==> config.mk <==
export PLATFORM = sky130hd
export DESIGN_NAME = ls_pipe_unit
export DESIGN_NICKNAME = d
export VERILOG_FILES = /design/src/rtl/ls_pkg.sv /design/src/rtl/ls_store_buffer.sv /design/src/rtl/ls_pipe_unit.sv
export SDC_FILE = /design/constraint.sdc
export NUM_CORES = 1
export LEC_CHECK = 0
export CORE_MARGIN = 2
export CORE_UTILIZATION = 54
export DETAILED_ROUTE_END_ITERATION = 7
export GPL_TIMING_DRIVEN = 0
export PLACE_DENSITY_LB_ADDON = 0.25
export SETUP_SLACK_MARGIN = 0.15
export SYNTH_ARGS = -nofsm -noshare
export SYNTH_HDL_FRONTEND = slang
export SYNTH_SLANG_ARGS = --single-unit
==> constraint.sdc <==
create_clock -name clk -period 8.9 [get_ports clk]
set_input_delay 0.89 -clock clk [delete_from_list [all_inputs] [get_ports clk]]
set_output_delay 0.89 -clock clk [all_outputs]
set_load 0.005 [all_outputs]
==> src/rtl/ls_pkg.sv <==
// Shared definitions for the load/store execution pipe.
// Holds opcode encodings, the pipe FSM state type and the store-buffer entry layout.
package ls_pkg;

  // Width of the store-buffer entry fields; must equal the DATA_W of the pipe instance.
  localparam int unsigned LS_DATA_W = 16;

  localparam logic [3:0] OP_LW = 4'b0100;
  localparam logic [3:0] OP_SW = 4'b0101;

  typedef enum logic [1:0] {
    IDLE,
    LD_REQ,
    LD_WAIT,
    LD_KILL
  } ls_state_e;

  typedef struct packed {
    logic [LS_DATA_W-1:0] addr;
    logic [LS_DATA_W-1:0] data;
  } sb_entry_t;

endpackage

==> src/rtl/ls_store_buffer.sv <==
// Circular store buffer for the load/store pipe.
// Ports:
//   clk, rst      clock, asynchronous active-high reset
//   enq, enq_entry  push an {addr, data} entry (ignored when full)
//   deq           pop the head entry (ignored when empty)
//   query_addr    address compared against every valid entry
//   match         per-entry hit vector for query_addr
//   head          oldest entry
//   empty, full   occupancy flags
//   count         number of valid entries
module ls_store_buffer
  import ls_pkg::*;
#(
  parameter int unsigned SB_DEPTH = 4,
  localparam int unsigned PTR_W = $clog2(SB_DEPTH),
  localparam int unsigned CNT_W = PTR_W + 1
) (
  input  logic                 clk,
  input  logic                 rst,
  input  logic                 enq,
  input  sb_entry_t            enq_entry,
  input  logic                 deq,
  input  logic [LS_DATA_W-1:0] query_addr,
  output logic [SB_DEPTH-1:0]  match,
  output sb_entry_t            head,
  output logic                 empty,
  output logic                 full,
  output logic [CNT_W-1:0]     count
);

  localparam logic [CNT_W-1:0] DepthCnt = CNT_W'(SB_DEPTH);

  sb_entry_t               mem_q [SB_DEPTH];
  logic [SB_DEPTH-1:0]     valid_q;
  logic [PTR_W-1:0]        wr_ptr_q, rd_ptr_q;
  logic [CNT_W-1:0]        count_q, count_d;
  logic                    enq_ok, deq_ok;

  assign empty  = (count_q == '0);
  assign full   = (count_q == DepthCnt);
  assign enq_ok = enq && !full;
  assign deq_ok = deq && !empty;
  assign head   = mem_q[rd_ptr_q];
  assign count  = count_q;

  always_comb begin
    for (int i = 0; i < SB_DEPTH; i++) begin
      match[i] = valid_q[i] && (mem_q[i].addr == query_addr);
    end
  end

  always_comb begin
    count_d = count_q;
    unique case ({enq_ok, deq_ok})
      2'b10:   count_d = count_q + CNT_W'(1);
      2'b01:   count_d = count_q - CNT_W'(1);
      default: count_d = count_q;
    endcase
  end

  // Pointers wrap naturally because SB_DEPTH is a power of two.
  always_ff @(posedge clk or posedge rst) begin
    if (rst) begin
      wr_ptr_q <= '0;
      rd_ptr_q <= '0;
      count_q  <= '0;
      valid_q  <= '0;
      for (int i = 0; i < SB_DEPTH; i++) begin
        mem_q[i] <= '0;
      end
    end else begin
      count_q <= count_d;
      if (enq_ok) begin
        mem_q[wr_ptr_q]   <= enq_entry;
        valid_q[wr_ptr_q] <= 1'b1;
        wr_ptr_q          <= wr_ptr_q + PTR_W'(1);
      end
      if (deq_ok) begin
        valid_q[rd_ptr_q] <= 1'b0;
        rd_ptr_q          <= rd_ptr_q + PTR_W'(1);
      end
    end
  end

endmodule

==> src/rtl/ls_pipe_unit.sv <==
// Load/store execution pipe between the load/store reservation station and the CDB.
// Ports:
//   clk, rst                      clock, asynchronous active-high reset
//   flush                         kills the in-flight load and any pending CDB result
//   iss_*                         issue handshake and operands from the reservation station
//   mem_req_*                     memory request handshake (we = 1 for store drains)
//   mem_rsp_valid, mem_rsp_data   load response
//   cdb_*                         result register with valid/ready handshake
//   sb_count                      store buffer occupancy
module ls_pipe_unit
  import ls_pkg::*;
#(
  parameter int unsigned DATA_W   = 16,
  parameter int unsigned TAG_W    = 5,
  parameter int unsigned SB_DEPTH = 4
) (
  input  logic                        clk,
  input  logic                        rst,
  input  logic                        flush,
  input  logic                        iss_valid,
  output logic                        iss_ready,
  input  logic [DATA_W-1:0]           iss_pc,
  input  logic [3:0]                  iss_opcode,
  input  logic [DATA_W-1:0]           iss_base,
  input  logic [DATA_W-1:0]           iss_offset,
  input  logic [DATA_W-1:0]           iss_data,
  input  logic [TAG_W-1:0]            iss_tag,
  output logic                        mem_req_valid,
  input  logic                        mem_req_ready,
  output logic                        mem_req_we,
  output logic [DATA_W-1:0]           mem_req_addr,
  output logic [DATA_W-1:0]           mem_req_wdata,
  input  logic                        mem_rsp_valid,
  input  logic [DATA_W-1:0]           mem_rsp_data,
  output logic                        cdb_valid,
  input  logic                        cdb_ready,
  output logic [DATA_W-1:0]           cdb_pc,
  output logic [DATA_W-1:0]           cdb_pc_next,
  output logic [DATA_W-1:0]           cdb_data,
  output logic [3:0]                  cdb_opcode,
  output logic [TAG_W-1:0]            cdb_tag,
  output logic                        cdb_zero,
  output logic [$clog2(SB_DEPTH):0]   sb_count
);

  ls_state_e              state_q, state_d;
  logic [DATA_W-1:0]      ld_pc_q, ld_addr_q;
  logic [TAG_W-1:0]       ld_tag_q;

  logic                   cdb_valid_q, cdb_valid_d;
  logic [DATA_W-1:0]      cdb_pc_q, cdb_pc_d;
  logic [DATA_W-1:0]      cdb_pc_next_q, cdb_pc_next_d;
  logic [DATA_W-1:0]      cdb_data_q, cdb_data_d;
  logic [3:0]             cdb_opcode_q, cdb_opcode_d;
  logic [TAG_W-1:0]       cdb_tag_q, cdb_tag_d;
  logic                   cdb_zero_q, cdb_zero_d;

  logic [DATA_W-1:0]      iss_addr;
  logic                   accept, is_lw, is_sw;
  logic                   ld_req, st_req, ld_done;
  logic                   sb_enq, sb_deq, sb_empty, sb_full;
  logic [SB_DEPTH-1:0]    sb_match;
  sb_entry_t              sb_head, sb_new;

  assign iss_addr = iss_base + iss_offset;
  assign is_lw    = (iss_opcode == OP_LW);
  assign is_sw    = (iss_opcode == OP_SW);

  assign iss_ready = (state_q == IDLE) && !cdb_valid_q && !flush && (!is_sw || !sb_full);
  assign accept    = iss_valid && iss_ready;

  // A load may not pass a buffered store to the same address.
  assign ld_req  = (state_q == LD_REQ) && !(|sb_match) && !flush;
  // Stores drain whenever the load does not own the port and no load response is outstanding.
  assign st_req  = !ld_req && !sb_empty && (state_q != LD_WAIT) && (state_q != LD_KILL);
  assign ld_done = (state_q == LD_WAIT) && mem_rsp_valid && !flush;

  assign sb_enq      = accept && is_sw;
  assign sb_deq      = st_req && mem_req_ready;
  assign sb_new.addr = iss_addr;
  assign sb_new.data = iss_data;

  ls_store_buffer #(
    .SB_DEPTH (SB_DEPTH)
  ) u_store_buffer (
    .clk        (clk),
    .rst        (rst),
    .enq        (sb_enq),
    .enq_entry  (sb_new),
    .deq        (sb_deq),
    .query_addr (ld_addr_q),
    .match      (sb_match),
    .head       (sb_head),
    .empty      (sb_empty),
    .full       (sb_full),
    .count      (sb_count)
  );

  always_comb begin
    mem_req_valid = ld_req || st_req;
    mem_req_we    = st_req;
    mem_req_addr  = '0;
    mem_req_wdata = '0;
    if (ld_req) begin
      mem_req_addr = ld_addr_q;
    end else if (st_req) begin
      mem_req_addr  = sb_head.addr;
      mem_req_wdata = sb_head.data;
    end
  end

  always_comb begin
    state_d = state_q;
    unique case (state_q)
      IDLE:    if (accept && is_lw) state_d = LD_REQ;
      LD_REQ: begin
        if (flush) state_d = IDLE;
        else if (ld_req && mem_req_ready) state_d = LD_WAIT;
      end
      LD_WAIT: begin
        // A response coinciding with flush is simply dropped; nothing further is owed.
        if (mem_rsp_valid) state_d = IDLE;
        else if (flush) state_d = LD_KILL;
      end
      LD_KILL: if (mem_rsp_valid) state_d = IDLE;
      default: state_d = IDLE;
    endcase
  end

  always_comb begin
    cdb_valid_d   = cdb_valid_q;
    cdb_pc_d      = cdb_pc_q;
    cdb_pc_next_d = cdb_pc_next_q;
    cdb_data_d    = cdb_data_q;
    cdb_opcode_d  = cdb_opcode_q;
    cdb_tag_d     = cdb_tag_q;
    cdb_zero_d    = cdb_zero_q;
    if (flush || (cdb_valid_q && cdb_ready)) begin
      cdb_valid_d   = 1'b0;
      cdb_pc_d      = '0;
      cdb_pc_next_d = '0;
      cdb_data_d    = '0;
      cdb_opcode_d  = '0;
      cdb_tag_d     = '0;
      cdb_zero_d    = 1'b0;
    end else if (ld_done) begin
      cdb_valid_d   = 1'b1;
      cdb_pc_d      = ld_pc_q;
      cdb_pc_next_d = ld_pc_q + DATA_W'(1);
      cdb_data_d    = mem_rsp_data;
      cdb_opcode_d  = OP_LW;
      cdb_tag_d     = ld_tag_q;
      cdb_zero_d    = (mem_rsp_data == '0);
    end else if (accept && is_sw) begin
      cdb_valid_d   = 1'b1;
      cdb_pc_d      = iss_pc;
      cdb_pc_next_d = iss_pc + DATA_W'(1);
      cdb_data_d    = '0;
      cdb_opcode_d  = OP_SW;
      cdb_tag_d     = iss_tag;
      cdb_zero_d    = 1'b0;
    end
  end

  always_ff @(posedge clk or posedge rst) begin
    if (rst) begin
      state_q       <= IDLE;
      ld_pc_q       <= '0;
      ld_addr_q     <= '0;
      ld_tag_q      <= '0;
      cdb_valid_q   <= 1'b0;
      cdb_pc_q      <= '0;
      cdb_pc_next_q <= '0;
      cdb_data_q    <= '0;
      cdb_opcode_q  <= '0;
      cdb_tag_q     <= '0;
      cdb_zero_q    <= 1'b0;
    end else begin
      state_q       <= state_d;
      if (accept && is_lw) begin
        ld_pc_q   <= iss_pc;
        ld_addr_q <= iss_addr;
        ld_tag_q  <= iss_tag;
      end
      cdb_valid_q   <= cdb_valid_d;
      cdb_pc_q      <= cdb_pc_d;
      cdb_pc_next_q <= cdb_pc_next_d;
      cdb_data_q    <= cdb_data_d;
      cdb_opcode_q  <= cdb_opcode_d;
      cdb_tag_q     <= cdb_tag_d;
      cdb_zero_q    <= cdb_zero_d;
    end
  end

  assign cdb_valid   = cdb_valid_q;
  assign cdb_pc      = cdb_pc_q;
  assign cdb_pc_next = cdb_pc_next_q;
  assign cdb_data    = cdb_data_q;
  assign cdb_opcode  = cdb_opcode_q;
  assign cdb_tag     = cdb_tag_q;
  assign cdb_zero    = cdb_zero_q;

endmodule

==> results.sh, run 1 <==
export IMPL_cp_slowest_cell="nor3_2"
export IMPL_power_density_mw_per_mm2=219
export IMPL_ys_flop_type="dfrtp_1"
export IMPL_period_needed_ns=5.23
export IMPL_fin_crit_sh_pct=58.8
export IMPL_cts_sinks=234
export IMPL_final_cells=1541
export IMPL_dieArea_mm2=0.0233
export IMPL_crit_start="flush"
export IMPL_dr_wl_met3_um=2000
export IMPL_vdd_ir_drop_max_uv=132
export IMPL_drt_antenna_violating_nets=0
export IMPL_synth_edf_count=0
export IMPL_gr_total_overflow=0
export IMPL_coreArea_mm2=0.0218
export IMPL_setup_violations=0
export IMPL_final_common_cell="dfrtp_1"
export IMPL_nFillCells=1625
export IMPL_syn_instance_count=1018
export IMPL_drv_cap=0
export IMPL_io_buffers=190
export IMPL_final_cell_mix="234 x dfrtp_1, 190 x clkdlybuf4s50_1, 137 x mux2_2, 103 x nand2_1, 95 x o21ai_0"
export IMPL_cts_path_max_buffers=3
export IMPL_synth_async_reset_ratio_pct=100
export IMPL_nets=1363
export IMPL_row_count=54
export IMPL_synth_seq_area_share_pct=49.1
export IMPL_drt_met1_wl_um=12900
export IMPL_max_stage_delay_ns=0.65
export IMPL_power_leakage_uw=0.00705
export IMPL_holdCritStartpoint="cdb_pc[7]"
export IMPL_reg2reg_from="ld_addr_q[7]"
export IMPL_crit_arrival_ns=4.34
export IMPL_synth_top_area_cell="dfrtp_1"
export IMPL_start_kind="input pin"
export IMPL_post_cts_buffers=0
export IMPL_tightestPinTransition_ns=1.02
export IMPL_drv_slew=0
export IMPL_drt_initial_drc_count=564
export IMPL_clock_fmax_mhz=191
export IMPL_area_growth_pct=27.5
export IMPL_syn_cell_area_mm2=0.0119
export IMPL_diodes=0
export IMPL_ys_warnings_count=0
export IMPL_antenna_found_initial=0
export IMPL_htreeDepth=1
export IMPL_clk_latency_ns=0.53
export IMPL_post_dp_hpwl_um=21400
export IMPL_wl_per_cell_um=19.6
export IMPL_fp_dieH_um=153
export IMPL_cts_tree="yes"
export IMPL_initial_core_util_pct=54.8
export IMPL_grt_first_pass_wirelength_um=48900
export IMPL_gp_congestion=0.882
export IMPL_synth_top_area_share_pct=49.1
export IMPL_grt_max_degree=87
export IMPL_drive_gt1_share_pct=19.6
export IMPL_synth_cell_types=55
export IMPL_synth_seq_cells=234
export IMPL_via_per_inst=5.76
export IMPL_io_pins=193
export IMPL_critPathRequiredTime_ns=8.01
export IMPL_dpl_cell_count=1491
export IMPL_clkTransAtPathRegs_ns=0.06
export IMPL_endpoint_kind="output port"
export IMPL_cp_cell_sequence="clkdlybuf4s50_1 > nor3b_1 > o21ai_0 > nor3_2 > or2_0 > clkbuf_1 > clkbuf_1 > nor2b_1 > clkdlybuf4s50_1"
export IMPL_grt_pass1_vias=9189
export IMPL_grt_use_total_pct=26.1
export IMPL_dr_pass1_iters=5
export IMPL_wl_met2_um=14800
export IMPL_cts_hold_buf=0
export IMPL_hold_viol=0
export IMPL_cts_resized=0
export IMPL_die_x_um=153
export IMPL_path_max_fanout=10
export IMPL_hold_path_class="reg -> reg"
export IMPL_timing_setup_tns_ns=0
export IMPL_drt_wl_total_um=30200
export IMPL_post_route_util_pct=70.0
export IMPL_outcome="complete, no violations"
export IMPL_finalClockSkew_ns=0.00805
export IMPL_numCtsBuffers=27
export IMPL_drc=0
export IMPL_synthTopCellsByArea="dfrtp_1 49%, mux2_2 13%, mux4_2 6.0%"
export IMPL_syn_avg_cell_area_um2=11.7
export IMPL_vias=8876
export IMPL_rsz0062_at_grt="no"
export IMPL_worstSetupPathType="in -> out"
export IMPL_slew_limit_headroom_pct=31.4
export IMPL_clockRootBuffer="clkbuf_16"
export IMPL_top_layer="met4"
## layer usage
metal	track usage (%)	up-vias
met5	0	-
met4	6.26	0
met3	3.78	44
met2	45.0	330
met1	35.3	4445
li1	-	4057
## worst max-delay path: cells and delay by family
| family | cells | cell delay [ns] |
|---|---|---|
| buf+inv | 4 | 1.93 |
| simple gates | 4 | 1.34 |
| compound gates | 1 | 0.18 |
## cells by family after synthesis
family,Yosys count,synth area share [%]
AO/OA/AOI/OAI,169,8.50
XOR/XNOR,89,6.53
adder cells (fa/ha/maj),27,2.96
buffers and inverters,91,3.27
flip-flops,234,49.1
multiplexers,188,20.6
other,1,0.0314
AND/OR/NAND/NOR,219,9.07
## registers in the layout, indices dropped and copies added (netlist names)
name	cells
u_store_buffer.wr_ptr_q	2
cdb_tag	5
cdb_pc	16
u_store_buffer.mem_q	128
u_store_buffer.rd_ptr_q	2
cdb_zero	1
cdb_pc_next	16
u_store_buffer.valid_q	4
cdb_opcode	2
ld_addr_q	16
cdb_data	16
state_q	2
u_store_buffer.count	3
ld_tag_q	5
ld_pc_q	16
## cell type report
cell class / count / area (µm²) / area share (%)
Inverter: 21 / 86.3 / 0.567
Sequential cell: 234 / 5860 / 38.5
Buffer: 70 / 312 / 2.05
Clock buffer: 42 / 812 / 5.34
Multi-Input combinational cell: 694 / 5700 / 37.4
Clock inverter: 8 / 150 / 0.987
Timing Repair Buffer: 192 / 1960 / 12.9
Tap cell: 280 / 350 / 2.30
## Yosys cell counts (21+ instances only)
| cell type | count |
|---|---|
| xor2_1 | 62 |
| mux4_2 | 32 |
| ha_1 | 25 |
| dfrtp_1 | 234 |
| buf_2 | 21 |
| inv_1 | 21 |
| clkbuf_1 | 38 |
| mux2_2 | 137 |
| o21ai_0 | 95 |
| nand2_1 | 103 |
| xnor2_1 | 27 |
## path summary, 6_finish.rpt
check | endpoint | cells after the start | slack [ns]
worst max-delay path | mem_req_wdata[8] | 9 | 3.67
worst min-delay path | cdb_pc[7] | 2 | 0.48
worst max register to register | u_store_buffer.count[2] | 13 | 5.28
worst min register to register | cdb_pc[7] | 2 | 0.48
max in group asynchronous | u_store_buffer.mem_q[70] | 3 | 7.28
min in group asynchronous | cdb_data[11] | 2 | 0.82
## power by group
part           internal [µW]  leakage, µW  switching (µW)  total (µW)
combinational            428      0.00339             461         889
clock                    743     0.000473             438        1180
sequential              1180      0.00318            79.0        1260
total                   2350      0.00705             979        3330
## stage by stage
step                      setup WS, ns  area (µm²)  hold slack [ns]  power (µW)
final                             3.67       15200            0.479        3330
after global routing              3.47       15200            0.509        3480
after CTS                         3.70       15200            0.485        3340
after detailed placement          3.74       14300            0.469        2160
after global placement           -1.27       14200            0.463        2130
after floorplan                   1.59       11900            0.450        1800
Note: power is estimated with default switching activity, not from simulation.
==> inputs of run 2 (changes only) <==
- clock period: 8.9 -> 5.45 ns (I/O delays scaled with it)
==> run 2 against run 1 <==
Net effect: routed wire length is 1.6% higher; worst setup slack got worse by 2.9 ns; clock skew is 0.0039 ns higher; clock power is 51% higher; total power increased by 59%; count of clock-buffer cells in the layout shrank 2; core utilization is 0.14 points lower; first-iteration DRC count is 11% lower; hold slack worse by 0.062 ns.
==> results.sh, run 2 (synthesis results as in run 1) <==
export IMPL_outcome="complete, no violations"
export IMPL_tightestPinTransition_ns=1.06
export IMPL_use_met3_pct=4.64
export IMPL_drt_wl_total_um=30700
export IMPL_critical_path_endpoint="mem_req_wdata[13]"
export IMPL_cts_sinks=234
export IMPL_clockRootBuffer="clkbuf_16"
export IMPL_timing_setup_tns_ns=0
export IMPL_nets=1366
export IMPL_holdWs_ns=0.416
export IMPL_via_per_inst=5.75
export IMPL_final_cell_area_mm2=0.0152
export IMPL_clock_fmax_mhz=214
export IMPL_comb_power_share_pct=27.8
export IMPL_row_count=54
export IMPL_top_register="u_store_buffer.mem_q"
export IMPL_reg2reg_from="ld_addr_q[7]"
export IMPL_setup_violations=0
export IMPL_cts_tree="yes"
export IMPL_io_buffers=190
export IMPL_met1_usage_pct=34.4
export IMPL_cts_resized=0
export IMPL_final_common_cell="dfrtp_1"
export IMPL_finalClockSkew_ns=0.0120
export IMPL_p_sw_share_pct=30.1
export IMPL_cts_path_max_buffers=3
export IMPL_htreeDepth=1
export IMPL_crit_arrival_ns=4.12
export IMPL_start_kind="register"
export IMPL_placed_cell_area_mm2=0.0143
export IMPL_post_dp_hpwl_um=21900
export IMPL_power_density_mw_per_mm2=350
export IMPL_fp_dieH_um=153
export IMPL_period_needed_ns=4.67
export IMPL_drt_initial_drc_count=504
export IMPL_drt_antenna_violating_nets=0
export IMPL_critPathRequiredTime_ns=4.91
export IMPL_rsz0062_at_grt="no"
export IMPL_grt_use_total_pct=26.2
export IMPL_wl_per_cell_um=19.9
export IMPL_clk_latency_ns=0.53
export IMPL_hold_path_class="in -> async"
export IMPL_timing_rr_end="u_store_buffer.count[2]"
export IMPL_initial_core_util_pct=54.8
export IMPL_path_max_fanout=10
export IMPL_slew_limit_headroom_pct=28.7
export IMPL_grt_max_degree=42
export IMPL_post_cts_buffers=0
export IMPL_die_x_um=153
export IMPL_final_cell_mix="234 x dfrtp_1, 190 x clkdlybuf4s50_1, 137 x mux2_2, 103 x nand2_1, 95 x o21ai_0"
export IMPL_clkPwrFrac_pct=33.5
export IMPL_pwr_share_seq_pct=38.7
export IMPL_grt_pass1_vias=9169
export IMPL_antenna_found_initial=0
export IMPL_busiest_layer="met2"
export IMPL_largest_reg_flops=128
export IMPL_area_growth_pct=27.3
export IMPL_grt_first_pass_wirelength_um=48900
export IMPL_gp_congestion=0.866
export IMPL_endpoint_kind="output port"
export IMPL_fin_crit_sh_pct=85.7
export IMPL_worstSetupPathType="reg -> out"
export IMPL_vdd_ir_drop_max_uv=273
export IMPL_intPower_uw=3710
export IMPL_diodes=0
export IMPL_use_met2_pct=44.9
export IMPL_io_pins=193
export IMPL_drc=0
export IMPL_power_leakage_uw=0.00703
export IMPL_r2r_cells=13
export IMPL_p_total_uw=5310
export IMPL_dr_pass1_iters=5
export IMPL_numCtsBuffers=26
export IMPL_vias=8868
export IMPL_ff2ff_setup_slack_ns=1.74
export IMPL_drv_slew=0
export IMPL_crit_start="ld_addr_q[12]"
export IMPL_hold_viol=0
export IMPL_dieArea_mm2=0.0233
export IMPL_cts_hold_buf=0
export IMPL_clkTransAtPathRegs_ns=0.06
export IMPL_p_sw_uw=1600
export IMPL_coreArea_mm2=0.0218
export IMPL_gr_total_overflow=0
export IMPL_drive_gt1_share_pct=19.7
export IMPL_drv_cap=0
-- run 2: cell types whose count changed in the layout (fill, tap and decap cells not counted), moves of 2 or more --
cell and change:
inv_8 -2, clkbuf_8 -2, buf_16 -2, buf_12 +6, clkinv_2 +3, bufinv_16 -2
-- run 2: worst max-delay path, stage by stage (launching register included) --
cell,delay (ns)
dfrtp_1,0.36
buf_2,0.16
xor2_1,0.23
nor4_1,0.13
nand3_1,0.12
o21ai_0,0.10
nor3_2,0.75
or2_0,0.20
clkbuf_1,0.40
clkbuf_1,0.52
nor2b_1,0.15
clkdlybuf4s50_1,0.48
-- run 2: worst min path at each step --
stage,depth (start not counted),end,start
after floorplan,2,ld_tag_q[4],ld_tag_q[4]
after global placement,2,cdb_pc[12],cdb_pc[12]
after detailed placement,2,cdb_pc[3],cdb_pc[3]
after CTS,2,cdb_data[11],rst
after global routing,2,cdb_data[11],rst
final,2,cdb_data[11],rst
-- run 2: routing by layer --
metal | routed length (µm) | vias to the layer above
li1 | - | 4058
met1 | 12700 | 4380
met2 | 15100 | 353
met3 | 2010 | 77
met4 | 909 | 0
met5 | 0 | -
-- run 2: area by class of cell --
type | count | area, µm²
fillers | 1614 | 6570
multi-input cells | 694 | 5700
repair buffers | 196 | 2020
well taps | 280 | 350
plain buffers | 70 | 312
clock inverters | 7 | 85.1
flip-flops and latches | 234 | 5860
inverters | 21 | 82.6
clock buffers | 40 | 785
-- run 2: power groups by stage --
stage          combinational [µW]  sequential [µW]  clock [µW]
5_1_grt                      1600             2080        1880
3_5_place_dp                 1460             2080           0
3_3_place_gp                 1420             2070           0
6_report                     1470             2060        1780
2_1_floorplan                 892             2050           0
4_1_cts                      1480             2050        1800
-- run 2: metrics by stage --
step / util (%) / std cells / setup slack, ns
floorplan: - / 1019 / 1.84
global placement: 65.2 / 1489 / 0.104
detailed placement: 65.8 / 1495 / 0.833
CTS: 69.8 / 1542 / 0.732
global route: 69.8 / 1542 / 0.608
finish: 69.8 / 1542 / 0.780
==> inputs of run 3 (changes only) <==
- CORE_UTILIZATION: 54 -> 55
- GPL_TIMING_DRIVEN: 0 -> not set
- SYNTH_HIERARCHICAL: not set -> 1
==> run 3 against run 2 <==
Net effect: non-clock buffer count down 63; total power up 2.5%; highest routed layer unchanged; final area up 0.35%; critical path depth down 1; critical endpoint is now mem_req_addr[14]; worst setup slack better by 0.26 ns; synthesized cell count down 3.5%.
==> results.sh, run 3 <==
export IMPL_top_register="u_store_buffer/mem_q"
export IMPL_drc=0
export IMPL_synth_top_area_share_pct=47.1
export IMPL_power_density_mw_per_mm2=357
export IMPL_grt_first_pass_wirelength_um=47900
export IMPL_grt_use_total_pct=25.2
export IMPL_crit_arrival_ns=3.87
export IMPL_antenna_found_initial=0
export IMPL_cp_slowest_cell="clkdlybuf4s50_1"
export IMPL_area_growth_pct=22.5
export IMPL_drv_slew=0
export IMPL_cts_tree="yes"
export IMPL_syn_avg_cell_area_um2=12.7
export IMPL_cts_path_max_buffers=3
export IMPL_clkTransAtPathRegs_ns=0.06
export IMPL_drt_wl_total_um=29800
export IMPL_drt_antenna_violating_nets=0
export IMPL_io_pins=193
export IMPL_synth_top_area_cell="dfrtp_1"
export IMPL_slew_limit_headroom_pct=23.8
export IMPL_synthTopCellsByArea="dfrtp_1 47%, mux2_2 9.1%, mux2_4 7.2%"
export IMPL_syn_instance_count=982
export IMPL_ys_flop_type="dfrtp_1"
export IMPL_row_count=55
export IMPL_largest_reg_flops=128
export IMPL_cp_cell_sequence="xor2_1 > nor4_1 > nand4_1 > nor4_1 > or4_1 > nor3_2 > nor3_2 > buf_4 > a22o_1 > clkdlybuf4s50_1"
export IMPL_rsz0062_at_grt="no"
export IMPL_wl_per_cell_um=20.5
export IMPL_timing_setup_tns_ns=0
export IMPL_drt_initial_drc_count=611
export IMPL_worstSetupPathType="reg -> out"
export IMPL_hold_path_class="in -> async"
export IMPL_max_stage_delay_ns=0.52
export IMPL_vias=8429
export IMPL_cts_hold_buf=0
export IMPL_io_buffers=190
export IMPL_period_needed_ns=4.41
export IMPL_intPower_uw=3820
export IMPL_path_max_fanout=26
export IMPL_critPathRequiredTime_ns=4.91
export IMPL_gp_congestion=0.903
export IMPL_clk_latency_ns=0.52
export IMPL_synth_async_reset_ratio_pct=100
export IMPL_yosys_cell_count_top_type="dfrtp_1"
export IMPL_p_sw_uw=1620
export IMPL_ys_warnings_count=6
export IMPL_clock_fmax_mhz=227
export IMPL_post_dp_hpwl_um=20300
export IMPL_via_per_inst=5.81
export IMPL_synth_seq_cells=234
export IMPL_p_total_uw=5440
export IMPL_setup_violations=0
export IMPL_cts_resized=0
export IMPL_grt_pass1_vias=8800
export IMPL_die_x_um=154
export IMPL_fp_dieH_um=154
export IMPL_layout_setup_ws_ns=1.04
export IMPL_clkPwrFrac_pct=31.6
export IMPL_timing_rr_end="u_store_buffer/count[2]"
export IMPL_grt_max_degree=67
export IMPL_synth_seq_area_share_pct=47.1
export IMPL_outcome="complete, no violations"
export IMPL_syn_cell_area_mm2=0.0124
export IMPL_endpoint_kind="output port"
export IMPL_final_common_cell="dfrtp_1"
export IMPL_clockRootBuffer="clkbuf_16"
export IMPL_vdd_ir_drop_max_uv=276
export IMPL_nets=1274
export IMPL_start_kind="register"
export IMPL_dr_pass1_iters=4
export IMPL_p_sw_share_pct=29.8
export IMPL_post_cts_buffers=0
export IMPL_gr_total_overflow=0
export IMPL_numCtsBuffers=25
export IMPL_comb_power_share_pct=26.6
export IMPL_finalClockSkew_ns=0.0142
export IMPL_ys_top_cells_by_count="234 x dfrtp_1, 101 x mux2_2, 71 x nand2_1"
export IMPL_fin_crit_sh_pct=80.9
export IMPL_r2r_cells=15
export IMPL_cts_sinks=234
export IMPL_diodes=0
export IMPL_initial_core_util_pct=55.5
export IMPL_hold_viol=0
export IMPL_final_cell_mix="233 x dfrtp_1, 190 x clkdlybuf4s50_1, 101 x mux2_2, 71 x nand2_1, 68 x xnor2_1"
export IMPL_synth_cell_types=64
export IMPL_dieArea_mm2=0.0238
export IMPL_synth_edf_count=0
export IMPL_pwr_share_seq_pct=41.8
export IMPL_power_leakage_uw=0.00709
export IMPL_place_worst_setup_slack_ns=1.49
export IMPL_coreArea_mm2=0.0224
export IMPL_htreeDepth=1
export IMPL_tightestPinTransition_ns=1.14
export IMPL_ff2ff_setup_slack_ns=1.58
export IMPL_reg2reg_from="ld_addr_q[1]"
export IMPL_drive_gt1_share_pct=22.2
export IMPL_drv_cap=0
run 3: cells by family (layout without fill, tap and decap cells):
logic type,count (synthesis),after routing,share of synthesized area [%]
flip-flops,234,234,47.1
AO/OA/AOI/OAI,138,138,7.20
XOR/XNOR,99,99,6.97
adder cells (fa/ha/maj),27,27,2.84
AND/OR/NAND/NOR,193,193,8.36
multiplexers,213,213,23.8
buffers and inverters,77,260,3.77
other,1,2,0.0301
run 3: cell type report:
cell class                 count  area (µm²)
clock inverter                 6         111
tap                          285         357
sequential                   234        5860
fill                        1652        7190
multi-input combinational    672        6150
timing repair buffer         203        2000
clock buffer                  36         707
inverter                      15        61.3
run 3: worst max-delay path by stage:
stage                   from                  endpoint  slack (ns)  depth (start not counted)
2_1_floorplan            rst   u_store_buffer/count[0]        1.18                          1
3_3_place_gp           flush  u_store_buffer/mem_q[37]        1.59                          9
3_5_place_dp           flush  u_store_buffer/mem_q[37]        1.49                          9
4_1_cts         ld_addr_q[1]          mem_req_addr[14]        1.05                         10
5_1_grt        ld_addr_q[11]          mem_req_addr[15]        0.80                         10
6_report        ld_addr_q[1]          mem_req_addr[14]        1.04                         10
run 3: worst max-delay path: cells and delay by family (launching register included):
family                 cells  cell delay [ns]
AND/OR/NAND/NOR            6             1.49
buffers and inverters      2             0.93
AO/OA/AOI/OAI              1             0.26
XOR/XNOR                   1             0.18
flip-flops                 1             0.48
run 3: routing by layer:
| layer | part of all wire, % | vias to the layer above | track usage [%] | wire length (µm) |
|---|---|---|---|---|
| li1 | - | 3864 | - | - |
| met1 | 44 | 4224 | 35.2 | 13000 |
| met2 | 48 | 297 | 42.0 | 14400 |
| met3 | 6.0 | 44 | 3.67 | 1790 |
| met4 | 1.9 | 0 | 5.91 | 579 |
| met5 | 0 | - | 0 | 0 |
run 3: stage by stage:
step	std cells	area, µm²	util (%)	hold slack (ns)
after floorplan	983	12400	-	0.450
after global placement	1409	14400	64.3	0.463
after global routing	1451	15200	67.9	0.480
after detailed placement	1409	14400	64.3	0.469
after CTS	1451	15200	67.9	0.460
final	1451	15200	67.9	0.448
run 3: power groups by stage:
stage,Combinational (µW),Sequential [µW],Clock [µW]
floorplan,1020,2150,0
finish,1450,2280,1720
global route,1570,2320,1820
global placement,1430,2290,0
CTS,1460,2280,1750
detailed placement,1450,2300,0
